==> config.mk <==
export PLATFORM = sky130hd
export DESIGN_NAME = speed_ctrl
export DESIGN_NICKNAME = d
export VERILOG_FILES = /design/src/rtl/speed_ctrl.sv
export SDC_FILE = /design/constraint.sdc
export NUM_CORES = 1
export LEC_CHECK = 0
export ABC_AREA = 1
export BUFFER_PORTS_ARGS = -buffer_cell sky130_fd_sc_hd__buf_2
export CAP_MARGIN = 20
export CORE_MARGIN = 1
export CORE_UTILIZATION = 43
export DETAILED_ROUTE_END_ITERATION = 8
export SYNTH_ARGS = -nofsm -noshare
export SYNTH_HDL_FRONTEND = slang
export SYNTH_SLANG_ARGS = --single-unit
==> constraint.sdc <==
create_clock -name clk -period 2.36 [get_ports clk]
set_clock_uncertainty 0.15 [all_clocks]
set_input_delay 0.354 -clock clk [delete_from_list [all_inputs] [get_ports clk]]
set_output_delay 0.354 -clock clk [all_outputs]
set_load 0.005 [all_outputs]
==> src/rtl/speed_ctrl.sv <==
// rtl/speed_ctrl.sv - sequencer for the two-sensor speed measurement datapath
module speed_ctrl #(
    parameter int WIDTH_SPEED = 14,
    parameter int SYS_FREQ    = 10000000,
    parameter int SPEED_LIMIT = 60,
    parameter int TIMEOUT_MS  = 2000,
    parameter int HOLD_MS     = 3000,
    parameter int DONE_WDOG   = 40
) (
    input  logic                   clk,
    input  logic                   reset_n,
    input  logic                   sen1,
    input  logic                   sen2,
    input  logic                   done,
    input  logic [WIDTH_SPEED-1:0] speed,
    output logic                   init,
    output logic                   count,
    output logic                   cal,
    output logic                   up,
    output logic                   down,
    output logic                   en,
    output logic                   dis,
    output logic [WIDTH_SPEED-1:0] speed_out,
    output logic                   speed_valid,
    output logic                   overspeed,
    output logic                   err
);

    localparam int TICKS  = SYS_FREQ / 1000;
    localparam int TICK_W = (TICKS > 1) ? $clog2(TICKS) : 1;
    localparam int MS_MAX = (TIMEOUT_MS > HOLD_MS) ? TIMEOUT_MS : HOLD_MS;
    localparam int MS_W   = $clog2(MS_MAX + 1);
    localparam int WD_W   = (DONE_WDOG > 1) ? $clog2(DONE_WDOG) : 1;

    typedef enum logic [2:0] {
        IDLE, START, MEASURE, CALC, WAIT, EVAL, HOLD
    } state_t;

    state_t            state;
    logic [1:0]        s1_sync;
    logic [1:0]        s2_sync;
    logic              s1_prev;
    logic              s2_prev;
    logic              s1_rise;
    logic              s2_rise;
    logic [TICK_W-1:0] tick_cnt;
    logic [MS_W-1:0]   ms_cnt;
    logic [WD_W-1:0]   wdog;

    always_ff @(posedge clk or negedge reset_n) begin
        if (!reset_n) begin
            s1_sync <= '0;
            s2_sync <= '0;
            s1_prev <= 1'b0;
            s2_prev <= 1'b0;
        end else begin
            s1_sync <= {s1_sync[0], sen1};
            s2_sync <= {s2_sync[0], sen2};
            s1_prev <= s1_sync[1];
            s2_prev <= s2_sync[1];
        end
    end

    assign s1_rise = s1_sync[1] & ~s1_prev;
    assign s2_rise = s2_sync[1] & ~s2_prev;

    always_ff @(posedge clk or negedge reset_n) begin
        if (!reset_n) begin
            state       <= IDLE;
            tick_cnt    <= '0;
            ms_cnt      <= '0;
            wdog        <= '0;
            init        <= 1'b0;
            count       <= 1'b0;
            cal         <= 1'b0;
            up          <= 1'b0;
            down        <= 1'b0;
            en          <= 1'b0;
            dis         <= 1'b0;
            speed_out   <= '0;
            speed_valid <= 1'b0;
            overspeed   <= 1'b0;
            err         <= 1'b0;
        end else begin
            init        <= 1'b0;
            cal         <= 1'b0;
            up          <= 1'b0;
            down        <= 1'b0;
            en          <= 1'b0;
            dis         <= 1'b0;
            speed_valid <= 1'b0;
            err         <= 1'b0;

            // The ms timer only runs while it is being watched; entry into
            // MEASURE/HOLD restarts it via the later assignments below.
            if (state == MEASURE || state == HOLD) begin
                if (tick_cnt == TICK_W'(TICKS - 1)) begin
                    tick_cnt <= '0;
                    ms_cnt   <= ms_cnt + 1'b1;
                end else begin
                    tick_cnt <= tick_cnt + 1'b1;
                end
            end

            case (state)
                IDLE: begin
                    if (s1_rise) begin
                        init  <= 1'b1;
                        up    <= 1'b1;
                        state <= START;
                    end
                end
                START: begin
                    count    <= 1'b1;
                    tick_cnt <= '0;
                    ms_cnt   <= '0;
                    state    <= MEASURE;
                end
                MEASURE: begin
                    if (ms_cnt >= MS_W'(TIMEOUT_MS)) begin
                        count <= 1'b0;
                        err   <= 1'b1;
                        init  <= 1'b1;
                        state <= IDLE;
                    end else if (s2_rise) begin
                        count <= 1'b0;
                        // A zero-ms gap would make the datapath divide by zero.
                        if (ms_cnt != '0) begin
                            down  <= 1'b1;
                            state <= CALC;
                        end else begin
                            err   <= 1'b1;
                            init  <= 1'b1;
                            state <= IDLE;
                        end
                    end
                end
                CALC: begin
                    cal   <= 1'b1;
                    wdog  <= '0;
                    state <= WAIT;
                end
                WAIT: begin
                    if (done) begin
                        speed_out   <= speed;
                        speed_valid <= 1'b1;
                        state       <= EVAL;
                    end else if (wdog == WD_W'(DONE_WDOG - 1)) begin
                        err   <= 1'b1;
                        init  <= 1'b1;
                        state <= IDLE;
                    end else begin
                        wdog <= wdog + 1'b1;
                    end
                end
                EVAL: begin
                    if (speed_out > WIDTH_SPEED'(SPEED_LIMIT)) begin
                        en        <= 1'b1;
                        overspeed <= 1'b1;
                        tick_cnt  <= '0;
                        ms_cnt    <= '0;
                        state     <= HOLD;
                    end else begin
                        state <= IDLE;
                    end
                end
                HOLD: begin
                    if (ms_cnt >= MS_W'(HOLD_MS)) begin
                        dis       <= 1'b1;
                        overspeed <= 1'b0;
                        state     <= IDLE;
                    end
                end
                default: state <= IDLE;
            endcase
        end
    end

endmodule
==> results of run 1 <==
==> cells in the final DEF (no fill, tap or decap), types with 8 or more instances in the layout <==
cell type  instances
nand2_1          109
dfrtp_1           65
nor2_1            56
inv_1             47
buf_2             42
nand3_1           24
nor2_2            13
o21ai_0           12
inv_2             10
xor2_1            10
clkbuf_8          10
nand4_1            9
nor3_1             9
nand2_2            8
==> repair_timing <==
item                      CTS  global route
hold buffers                3             0
setup buffers               0             0
hold endpoints to repair   16             0
==> sequential cells by signal, summed over array words and instances (netlist names) <==
register	count
ms_cnt	12
cal	1
wdog	6
en	1
down	1
s2_prev	1
s2_sync	2
s1_prev	1
s1_sync	2
init	1
tick_cnt	14
up	1
speed_out	14
overspeed	1
err	1
count	1
dis	1
state	3
speed_valid	1
==> power breakdown <==
group / leakage (uW) / internal [uW] / switching (uW)
Clock: 0.0000981 / 509 / 433
Combinational: 0.00101 / 360 / 592
Sequential: 0.000857 / 1320 / 172
Total: 0.00197 / 2190 / 1200
==> stage by stage <==
stage	util (%)	cells	hold slack (ns)
floorplan	-	425	-0.0916
global route	51.0	581	0.0558
global placement	48.1	563	0.136
detailed placement	48.1	563	0.137
finish	51.0	581	0.0606
CTS	51.0	581	0.0486
==> cell type report <==
type | count | area [um^2] | area share, %
flip-flops and latches | 65 | 1630 | 41.5
repair buffers | 47 | 268 | 6.83
inverters | 57 | 214 | 5.46
clock inverters | 5 | 56.3 | 1.44
well taps | 102 | 128 | 3.25
clock buffers | 10 | 138 | 3.51
multi-input cells | 295 | 1490 | 38.0
==> synthesized netlist by cell type, drive strengths merged, types with 4 or more instances <==
cell | count | area share, %
nand2 | 118 | 14
o21ai | 18 | 2.7
a21oi | 8 | 1.4
dfrtp | 65 | 48
nor2 | 75 | 11
nand4 | 9 | 1.7
buf | 8 | 1.9
ha | 4 | 1.5
nor4 | 4 | 0.74
nor3 | 11 | 2.1
xor2 | 10 | 2.6
xnor2 | 4 | 1.0
inv | 57 | 6.3
nand3 | 26 | 4.1
==> worst max path at each step <==
| stage | start | to | slack, ns | depth (start not counted) |
|---|---|---|---|---|
| 2_1_floorplan | tick_cnt[0] | tick_cnt[12] | 0.72 | 9 |
| 3_3_place_gp | state[1] | ms_cnt[9] | 0.53 | 7 |
| 3_5_place_dp | tick_cnt[0] | tick_cnt[4] | 0.42 | 8 |
| 4_1_cts | tick_cnt[0] | tick_cnt[4] | 0.42 | 8 |
| 5_1_grt | tick_cnt[0] | tick_cnt[10] | 0.20 | 8 |
| 6_report | tick_cnt[0] | tick_cnt[4] | 0.42 | 8 |
==> logic make-up after synthesis <==
kind of cell | count (synthesis)
compound gates | 28
flops | 65
buf+inv | 65
fa+ha+maj | 4
simple gates | 249
xor+xnor | 14
==> layer usage <==
layer	part of all wire [%]	routed length, um	up-vias	track usage (%)
met5	0	0	-	0
met4	2.0	138	0	7.94
met3	3.8	268	13	3.87
met2	47	3310	50	30.7
met1	47	3270	1284	24.4
li1	-	-	1422	-
==> worst min-delay path: cells and delay by family <==
family / cells / cell delay (ns)
AND/OR/NAND/NOR: 2 / 0.09
buffers and inverters: 1 / 0.07
==> summary.md, run 1 <==
| Metric | Value |
|---|---|
| Status | `finished, final reports clean` |
| Post-synthesis register bit count | `65` |
| Simple-gate share of the synthesized area | `34.3%` |
| DRC errors left | `0` |
| Pwr dens | `between 800 and 900 mW/mm^2` |
| Power Total | `3390 uW` |
| LEAKAGE | `0.00197 uW` |
| Cells after synthesis | `425` |
| Adder-Cell Fraction of Synth Area | `1.47%` |
| Post-synthesis sequential area ratio | `between 40% and 50%` |
| RR Endpoint | `tick_cnt[4]` |
| Asr flop ratio synth | `100%` |
| Data required, critical path | `2.42 ns` |
| Slowest CP cell | `dfrtp_1` |
| Initial drt markers | `100` |
| Mux contribution to synthesized area | `0%` |
| Critical path startpoint category | `register` |
| Clk_lat worst skew | `0.34 ns` |
| Tightest Hold Check Type | `primary input to register` |
| Crit path buffers/inverters | `1` |
| XOR/XNOR Fraction of Synth Area | `3.61%` |
| 1st-pass router iterations | `4` |
| Hold wc startpoint | `speed[5]` |
| Die area | `0.00826 mm^2` |
| RSZ-0062 raised after global routing | `no` |
| FMAX | `516 MHz` |
| Die Width | `90.9 um` |
| Syn_nets | `about 450` |
| Synthesized area | `0.00340 mm^2` |
| Worst-path fanout max | `12` |
| Vias per Instance | `approximately 4.8` |
| Area of the core | `0.00769 mm^2` |
| Max_cap viols | `0` |
| Antenna diode count | `0` |
| Worst-path cell chain | `ha_1 > inv_1 > nor2_1 > nand3_1 > nor2_4 > nand2_2 > nand2_2 > nor3_1` |
| Worst VDD drop | `0.000503 V` |
| GPL Wtd Cong | `about 0.87` |
| Number of CTS-inserted buffers | `9` |
| Antenna violations before repair | `0` |
| P&R area growth vs syn | `15.4%` |
| DIE HEIGHT | `slightly above 90 um` |
| Layout fillers | `789` |
| Vias in the first global route | `2797` |
| Initial core utilization | `44.2%` |
| Worst setup EP type | `register` |
| Worst R2R Path Depth | `8` |
| CP top delay family | `simple AND/OR/NAND/NOR gates` |
| Worst-path clk slew | `0.07 ns` |
| Critical Path Max Stage Delay | `between 0.3 and 0.4 ns` |
| # clock sinks | `65` |
| Hold-critical path depth | `3` |
| EDFF count, synth | `0` |
| Min Tclk post-route | `1.94 ns` |
| Tcrit/Tclk final | `82.1%` |
| Layout cells sized above 1 | `between 20% and 30%` |
| CP Class | `register to register` |
| Placed inst area | `approximately 0.0037 mm^2` |
| Worst-Margin Slew | `0.409 ns` |
| Clock root buffer | `clkbuf_8` |
| CTS tree | `done` |
| Post-cts resize count | `0` |
| Largest net degree at the start of global routing | `52` |
| Critical path arrival | `2.00 ns` |
| Largest family of logic cells by synthesized area | `simple AND/OR/NAND/NOR gates` |
| WL final | `approximately 7 mm` |
| Final hold viol count | `0` |
| Sum Neg Setup Slack | `0 ns` |
| Complex-gate fraction of the synthesized area | `around 4.5%` |
| GRT Total Usage | `18.9%` |
| Yosys cell types | `31` |
| Slew Limit Fails | `0` |
| Top cell by count, worst path | `nand2_2` |
| Antenna-violating nets left | `0` |
| Syn_area_per_cell | `7.99 um^2` |
| Synthesis warning total | `0` |
| First-pass GRT wire length | `12.5 mm` |
| Reg2reg start | `tick_cnt[0]` |
| Post-synth top flop | `dfrtp_1` |
| Via count | `around 2800` |
| Wirelength per Cell | `12.0 um` |
| Slew HR | `72.5%` |
| Final nets | `498` |
| Port Buffers | `42` |
| Clk buf depth | `2` |
| Row cnt | `32` |
| Final Cell Area | `0.00392 mm^2` |
| Final HPWL DP | `between 5 and 6 mm` |
| Pre-CTS setup slack | `0.425 ns` |
| Flop-to-flop setup slack | `0.42 ns` |
| Setup WS post-layout | `0.421 ns` |
| GRT Residual Overflow | `0` |
| Hold endpoint | `speed_out[5]` |
| Ports | `43` |
| H-tree depth | `3` |
| Endpoints failing setup | `0` |
No activity file was read; power rests on OpenSTA's default activity.
==> run 2: changes to the inputs <==
Settings changed: ABC_AREA 1 to 0.
Clock period 2.36 ns to 2.05 ns, I/O delays scaled along.
==> run 2 against run 1 <==
The flow now finishes with violations (negative setup slack). Sequential cell count unchanged. Critical path depth down 2. Synthesized cell count decreased by 34%. Clock-buffer cell count unchanged. Core utilization increased by 3.8 points. Combinational power up 14%. Power up 17%. Sequential share of layout area rose by 2.4 points. Non-clock buffer count is 15 higher. Wire length decreased by 16%. Cell area decreased by 5.6%. Global-route usage shrank 1.4 points. Critical endpoint is now ms_cnt[11].
==> summary.md, run 2 <==
| Metric | Value |
|---|---|
| Post-synthesis sequential area ratio | `54.1% (+6.2 points)` |
| Vias in the first global route | `2154 (-23%)` |
| Synthesis warning total | `0 (unchanged)` |
| Tcrit/Tclk final | `100% (+18 points)` |
| Clk_lat worst skew | `0.34 ns (about the same)` |
| Initial core utilization | `44.5% (+0.33 points)` |
| Synth area leaders | `dfrtp_1, mux2_2, nor2_1` |
| Min Tclk post-route | `2.06 ns (+0.121 ns)` |
| Registers with the most flip-flops | `speed_out: 14 flops, tick_cnt: 14 flops, ms_cnt: 12 flops` |
| Largest family of logic cells by synthesized area | `simple AND/OR/NAND/NOR gates` |
| Max_cap viols | `0 (unchanged)` |
| Tightest Hold Check Type | `primary input to register` |
| Final hold viol count | `0 (unchanged)` |
| Pre-CTS setup slack | `0.0292 ns (-0.395 ns)` |
| Asr flop ratio synth | `100% (unchanged)` |
| DRC errors left | `0 (unchanged)` |
| Biggest area consumer among synthesized cells | `dfrtp_1` |
| DIE HEIGHT | `85.6 um (-5.8%)` |
| Most common library cells after synthesis | `dfrtp_1, nor2_1, nand2_1, nand3_1, mux2_2` |
| Simple-gate share of the synthesized area | `22.4% (-12 points)` |
| Port Buffers | `42 (unchanged)` |
| Clock root buffer | `clkbuf_8` |
| Mux contribution to synthesized area | `5.57% (+5.6 points)` |
| Slew Limit Fails | `0 (unchanged)` |
| 1st-pass router iterations | `4 (unchanged)` |
| Via count | `2206 (-20%)` |
| Critical path arrival | `2.13 ns (+0.13 ns)` |
| Most frequent cells in the layout | `dfrtp_1, buf_2, nor2_1` |
| CTS tree | `done` |
| Clk buf depth | `2 (unchanged)` |
| Number of CTS-inserted buffers | `9 (unchanged)` |
| Adder-Cell Fraction of Synth Area | `1.66% (+0.19 points)` |
| Synthesized area | `0.00301 mm^2 (-11%)` |
| Wirelength per Cell | `13.8 um (+15%)` |
| Failing checks | `negative setup slack` |
| Die Width | `85.6 um (-5.8%)` |
| GPL Wtd Cong | `0.748 (-14%)` |
| Syn_area_per_cell | `10.8 um^2 (+35%)` |
| Final HPWL DP | `4.14 mm (-18%)` |
| Antenna-violating nets left | `0 (unchanged)` |
| RSZ-0062 raised after global routing | `yes` |
| Routing usage on met1 | `25.3% (+0.90 points)` |
| Largest net degree at the start of global routing | `37 (-29%)` |
| Worst-path fanout max | `5 (-7)` |
| Post-synth top flop | `dfrtp_1` |
| Commonest non-fill, non-tap cell in the layout | `dfrtp_1` |
| WL final | `5.87 mm (-16%)` |
| Minimum hold slack | `0.0443 ns (-0.0163 ns)` |
| Cells after synthesis | `279 (-34%)` |
| Slew HR | `66.7% (-5.8 points)` |
| Status | `finished, violations left` |
| CP Class | `register to register` |
| LEAKAGE | `0.00174 uW (-11%)` |
| GRT Total Usage | `17.5% (-1.4 points)` |
| Row cnt | `30 (-6.3%)` |
| Yosys cell types | `45 (+45%)` |
| Ports | `43 (unchanged)` |
| Count leader, synth | `dfrtp_1` |
| FMAX | `485 MHz (-5.9%)` |
| Worst setup EP type | `register` |
| # clock sinks | `65 (unchanged)` |
| Grt met3 use | `3.46% (-0.41 points)` |
| P&R area growth vs syn | `23.1%` |
| Area of the core | `0.00676 mm^2 (-12%)` |
| First-pass GRT wire length | `9.96 mm (-20%)` |
| Post-synth top area share | `54.1% (+6.2 points)` |
| Data required, critical path | `2.12 ns (-0.30 ns)` |
| XOR/XNOR Fraction of Synth Area | `6.70% (+3.1 points)` |
| Endpoints failing setup | `1 (+1)` |
| Antenna diode count | `0 (unchanged)` |
| Final nets | `364 (-27%)` |
| H-tree depth | `3 (unchanged)` |
| Setup WS post-layout | `-0.00991 ns (-0.431 ns)` |
| Initial drt markers | `97 (-3.0%)` |
| Sum Neg Setup Slack | `-0.00991 ns (-0.00991 ns)` |
| Pwr dens | `1070 mW/mm^2 (+24%)` |
| Layout cells sized above 1 | `29.8% (+8.1 points)` |
| Complex-gate fraction of the synthesized area | `6.57% (+2.0 points)` |
| Worst-path clk slew | `0.08 ns (about the same)` |
| Post-synthesis register bit count | `65 (unchanged)` |
| Layer with the highest usage | `met2` |
| Vias per Instance | `5.18 (+8.7%)` |
| GRT Residual Overflow | `0 (unchanged)` |
| Syn_nets | `302 (-33%)` |
| Flop-to-flop setup slack | `-0.01 ns (-0.43 ns)` |
| Critical path startpoint category | `register` |
| EDFF count, synth | `0 (unchanged)` |
| Worst VDD drop | `0.000514 V (+2.2%)` |
| Die area | `0.00733 mm^2 (-11%)` |
| GR Layer Usage met2 | `25.7% (-5.1 points)` |
| Antenna violations before repair | `0 (unchanged)` |
| Worst-Margin Slew | `0.498 ns (+0.0892 ns)` |
[run 2: routing by layer]
layer / vias to the layer above / wire (um) / part of all wire, %
met5: - / 0 / 0
met4: 0 / 72 / 1.2
met3: 7 / 166 / 2.8
met2: 32 / 2710 / 46
met1: 1065 / 2930 / 50
li1: 1102 / - / -
[run 2: worst max-delay path: stages, from the launching register on]
cell,delay [ns]
dfrtp_1,0.37
ha_2,0.20
nand3_2,0.09
or4_4,0.63
nor4b_4,0.31
xnor2_1,0.16
nor2_2,0.04
[run 2: final cells by class]
cell class	count	area, um^2
well taps	80	100
clock buffers	10	138
multi-input cells	195	1340
flip-flops and latches	65	1630
inverters	8	30.0
repair buffers	62	405
clock inverters	6	67.6
fillers	590	3050
[run 2: path summary, 6_finish.rpt]
| path | from | to | cells after the start |
|---|---|---|---|
| max | tick_cnt[1] | ms_cnt[11] | 6 |
| min | speed[10] | speed_out[10] | 2 |
| max reg2reg | tick_cnt[1] | ms_cnt[11] | 6 |
| min reg2reg | s2_sync[0] | s2_sync[1] | 0 |
| max in group asynchronous | reset_n | ms_cnt[1] | 3 |
| min in group asynchronous | reset_n | wdog[4] | 2 |
[run 2: cell families after synthesis]
logic type                 after synthesis
adders and majority gates                4
DFF                                     65
xor gates and xnor gates                23
AOI/OAI and AO/OA                       31
and+or+nand+nor                        122
muxes                                   15
buffers and inverters                   19
[run 2: timing repair]
item | in CTS | in global routing
endpoints found under the hold margin | 15 | 0
buffers inserted | 0 | 1
hold buffers | 3 | 0
endpoints found under the setup margin | 0 | 8
resized for setup | 0 | 5
[run 2: power breakdown]
part / switching (uW) / internal, uW
clock network: 507 / 596
logic: 520 / 573
registers: 226 / 1560
[run 2: stage by stage]
step                total power, uW  std cells  util, %  cell area, um^2
floorplan                      2450        279        -             3020
global placement               2880        406     50.8             3430
detailed placement             2890        406     50.8             3430
CTS                            4010        425     54.2             3660
global route                   4250        426     54.8             3700
finish                         3980        426     54.8             3700
==> run 3: changes to the inputs <==
Settings changed: CORE_ASPECT_RATIO set to 1.4, PLACE_DENSITY set to 0.65, TNS_END_PERCENT set to 100.
Clock period 2.05 ns to 1.65 ns, I/O delays scaled along.
==> run 3 against run 2 <==
The run still ends with negative setup slack left. Sequential share of layout area fell by 9.9 points. Clock-buffer cell count is 1 lower. Sequential cell count is the same. Largest power group is now combinational cells.
==> summary.md, run 3 (synthesized netlist as in run 2, its figures left out) <==
| Metric | Value |
|---|---|
| Status | `finished, violations left` |
| Failing checks | `negative setup slack` |
| Register area | `0.00163 mm^2 (+0.15%)` |
| Vias in the first global route | `2727 (+27%)` |
| Placed inst area | `0.00388 mm^2 (+13%)` |
| Initial core utilization | `45.2% (+0.67 points)` |
| Max_cap viols | `0 (unchanged)` |
| Endpoints failing setup | `49 (+48)` |
| Area of the core | `0.00666 mm^2 (-1.5%)` |
| Ports | `43 (unchanged)` |
| Vias per Instance | `5.19 (+0.27%)` |
| Clock power share | `22.4% (-5.3 points)` |
| Layout cells sized above 1 | `54.0% (+24 points)` |
| Crit path buffers/inverters | `2 (+2)` |
| Final hold viol count | `0 (unchanged)` |
| Antenna-violating nets left | `0 (unchanged)` |
| Worst-path cell chain | `nor4_4 > o211ai_1 > o21a_2 > buf_6 > buf_12 > a21oi_2` |
| Switch Pwr | `2130 uW (+70%)` |
| Slew Limit Fails | `0 (unchanged)` |
| Wirelength per Cell | `17.2 um (+25%)` |
| Commonest non-fill, non-tap cell in the layout | `buf_4` |
| Clk_lat worst skew | `0.35 ns (about the same)` |
| Critical Path Max Stage Delay | `0.45 ns (-0.18 ns)` |
| Pwr dens | `1300 mW/mm^2 (+21%)` |
| Slowest CP cell | `dfrtp_2` |
| Tcrit/Tclk final | `116% (+15 points)` |
| Power Total | `6240 uW (+57%)` |
| Worst setup EP type | `register` |
| H-tree depth | `3 (unchanged)` |
| GRT Residual Overflow | `0 (unchanged)` |
| Antenna diode count | `0 (unchanged)` |
| FMAX | `523 MHz (+7.8%)` |
| Die Width | `72.7 um (-15%)` |
| Via count | `2700 (+22%)` |
| Clock root buffer | `clkbuf_8` |
| Area of the multi-input gates | `0.00170 mm^2 (+27%)` |
| Clk buf depth | `2 (unchanged)` |
| GPL Wtd Cong | `0.795 (+6.3%)` |
| RSZ-0062 raised after global routing | `yes` |
| Worst VDD drop | `0.000638 V (+24%)` |
| Register share of total power | `36.1% (-8.7 points)` |
| WL final | `8.94 mm (+52%)` |
| Row cnt | `35 (+17%)` |
| Worst-path clk slew | `0.08 ns (about the same)` |
| Min Tclk post-route | `1.91 ns (-0.149 ns)` |
| Tightest Hold Check Type | `primary input to register` |
| LEAKAGE | `0.00226 uW (+29%)` |
| 1st-pass router iterations | `4 (unchanged)` |
| CP Class | `register to register` |
| Initial drt markers | `168 (+73%)` |
| Die area | `0.00734 mm^2 (about the same)` |
| # clock sinks | `65 (unchanged)` |
| Number of CTS-inserted buffers | `9 (unchanged)` |
| Critical path arrival | `2.04 ns (-0.09 ns)` |
| Final nets | `446 (+23%)` |
| Most frequent cells in the layout | `buf_4, dfrtp_1, buf_2` |
| Final Cell Area | `0.00479 mm^2 (+29%)` |
| Port Buffers | `42 (unchanged)` |
| Data required, critical path | `1.78 ns (-0.34 ns)` |
| DRC errors left | `0 (unchanged)` |
| Critical path startpoint category | `register` |
| Internal | `4110 uW (+51%)` |
| Final HPWL DP | `4.94 mm (+19%)` |
| DIE HEIGHT | `101 um (+18%)` |
| Worst-Margin Slew | `0.506 ns (+0.00752 ns)` |
| Worst-path fanout max | `7 (+2)` |
| Slew HR | `66.3% (-0.44 points)` |
| Setup WS post-layout | `-0.261 ns (-0.251 ns)` |
| Comb power frac | `41.4% (+14 points)` |
| GRT Total Usage | `23.1% (+5.6 points)` |
| Registers with the most flip-flops | `speed_out: 14 flops, tick_cnt: 14 flops, ms_cnt: 12 flops` |
| CTS tree | `done` |
| Antenna violations before repair | `0 (unchanged)` |
| CP top delay family | `compound AO/OA/AOI/OAI gates` |
| P&R area growth vs syn | `59.3%` |
| Largest net degree at the start of global routing | `25 (-32%)` |
| Layout fillers | `461 (-22%)` |
| Switching share of power | `34.1% (+2.7 points)` |
| First-pass GRT wire length | `12.6 mm (+26%)` |
run 3: cell types whose count changed in the layout (fill, tap and decap cells not counted), moves of 6 or more:
cell / delta
buf_4: +55
nor2_1: -18
dlygate4sd3_1: +14
mux2_2: -14
mux2_4: +14
nor2_2: +14
buf_6: +10
a21oi_1: -6
a21oi_2: +6
run 3: routing by layer:
layer | routed length [um] | vias to the layer above | GRT usage, %
met5 | 0 | - | 0
met4 | 184 | 0 | 10.3
met3 | 327 | 18 | 5.70
met2 | 5100 | 67 | 42.8
met1 | 3330 | 1343 | 24.1
li1 | - | 1272 | -
run 3: final timing paths:
path	from	endpoint	slack [ns]	cells after the start
max in group asynchronous	reset_n	s2_sync[0]	0.60	3
worst min-delay path	done	state[0]	0.16	3
min in group asynchronous	reset_n	speed_out[9]	0.23	2
worst max-delay path	speed_out[13]	tick_cnt[1]	-0.26	6
worst max register to register	speed_out[13]	tick_cnt[1]	-0.26	6
worst min register to register	s1_sync[0]	s1_sync[1]	0.20	0
run 3: what timing repair did:
action                     CTS  global route
hold endpoints to repair    33             0
resized for setup           35            61
gates cloned                 1             1
setup buffers                9            10
hold buffers                17             0
setup endpoints to repair   49            54
pin swaps                   19            24
run 3: power groups by stage:
stage / clock (uW) / combinational [uW] / sequential, uW
after CTS: 1430 / 2090 / 2190
after global routing: 1530 / 2790 / 2300
after global placement: 0 / 1730 / 2180
final: 1400 / 2590 / 2260
after detailed placement: 0 / 1770 / 2200
after floorplan: 0 / 878 / 2220
run 3: final cells by class:
type                       instances  area share (%)
clock buffer                       9            2.58
clock inverter                     7            1.64
inverter                           8           0.627
multi-input combinational        196            35.4
sequential                        65            34.0
tap                               92            2.40
timing repair buffer             143            23.3
run 3: tightest hold or removal path: cells and delay by family:
kind	cells	cell delay (ns)
buf+inv	1	0.13
compound gates	2	0.24
run 3: through the flow:
stage	setup TNS (ns)	hold slack, ns	setup slack (ns)	cells	utilization [%]
floorplan	-5.24	-0.198	-0.264	279	-
global placement	-5.49	0.0845	-0.237	468	58.3
detailed placement	-8.23	0.0883	-0.338	468	58.3
CTS	-4.50	0.120	-0.185	510	67.7
global route	-11.79	0.179	-0.350	520	72.0
finish	-8.26	0.158	-0.261	520	72.0
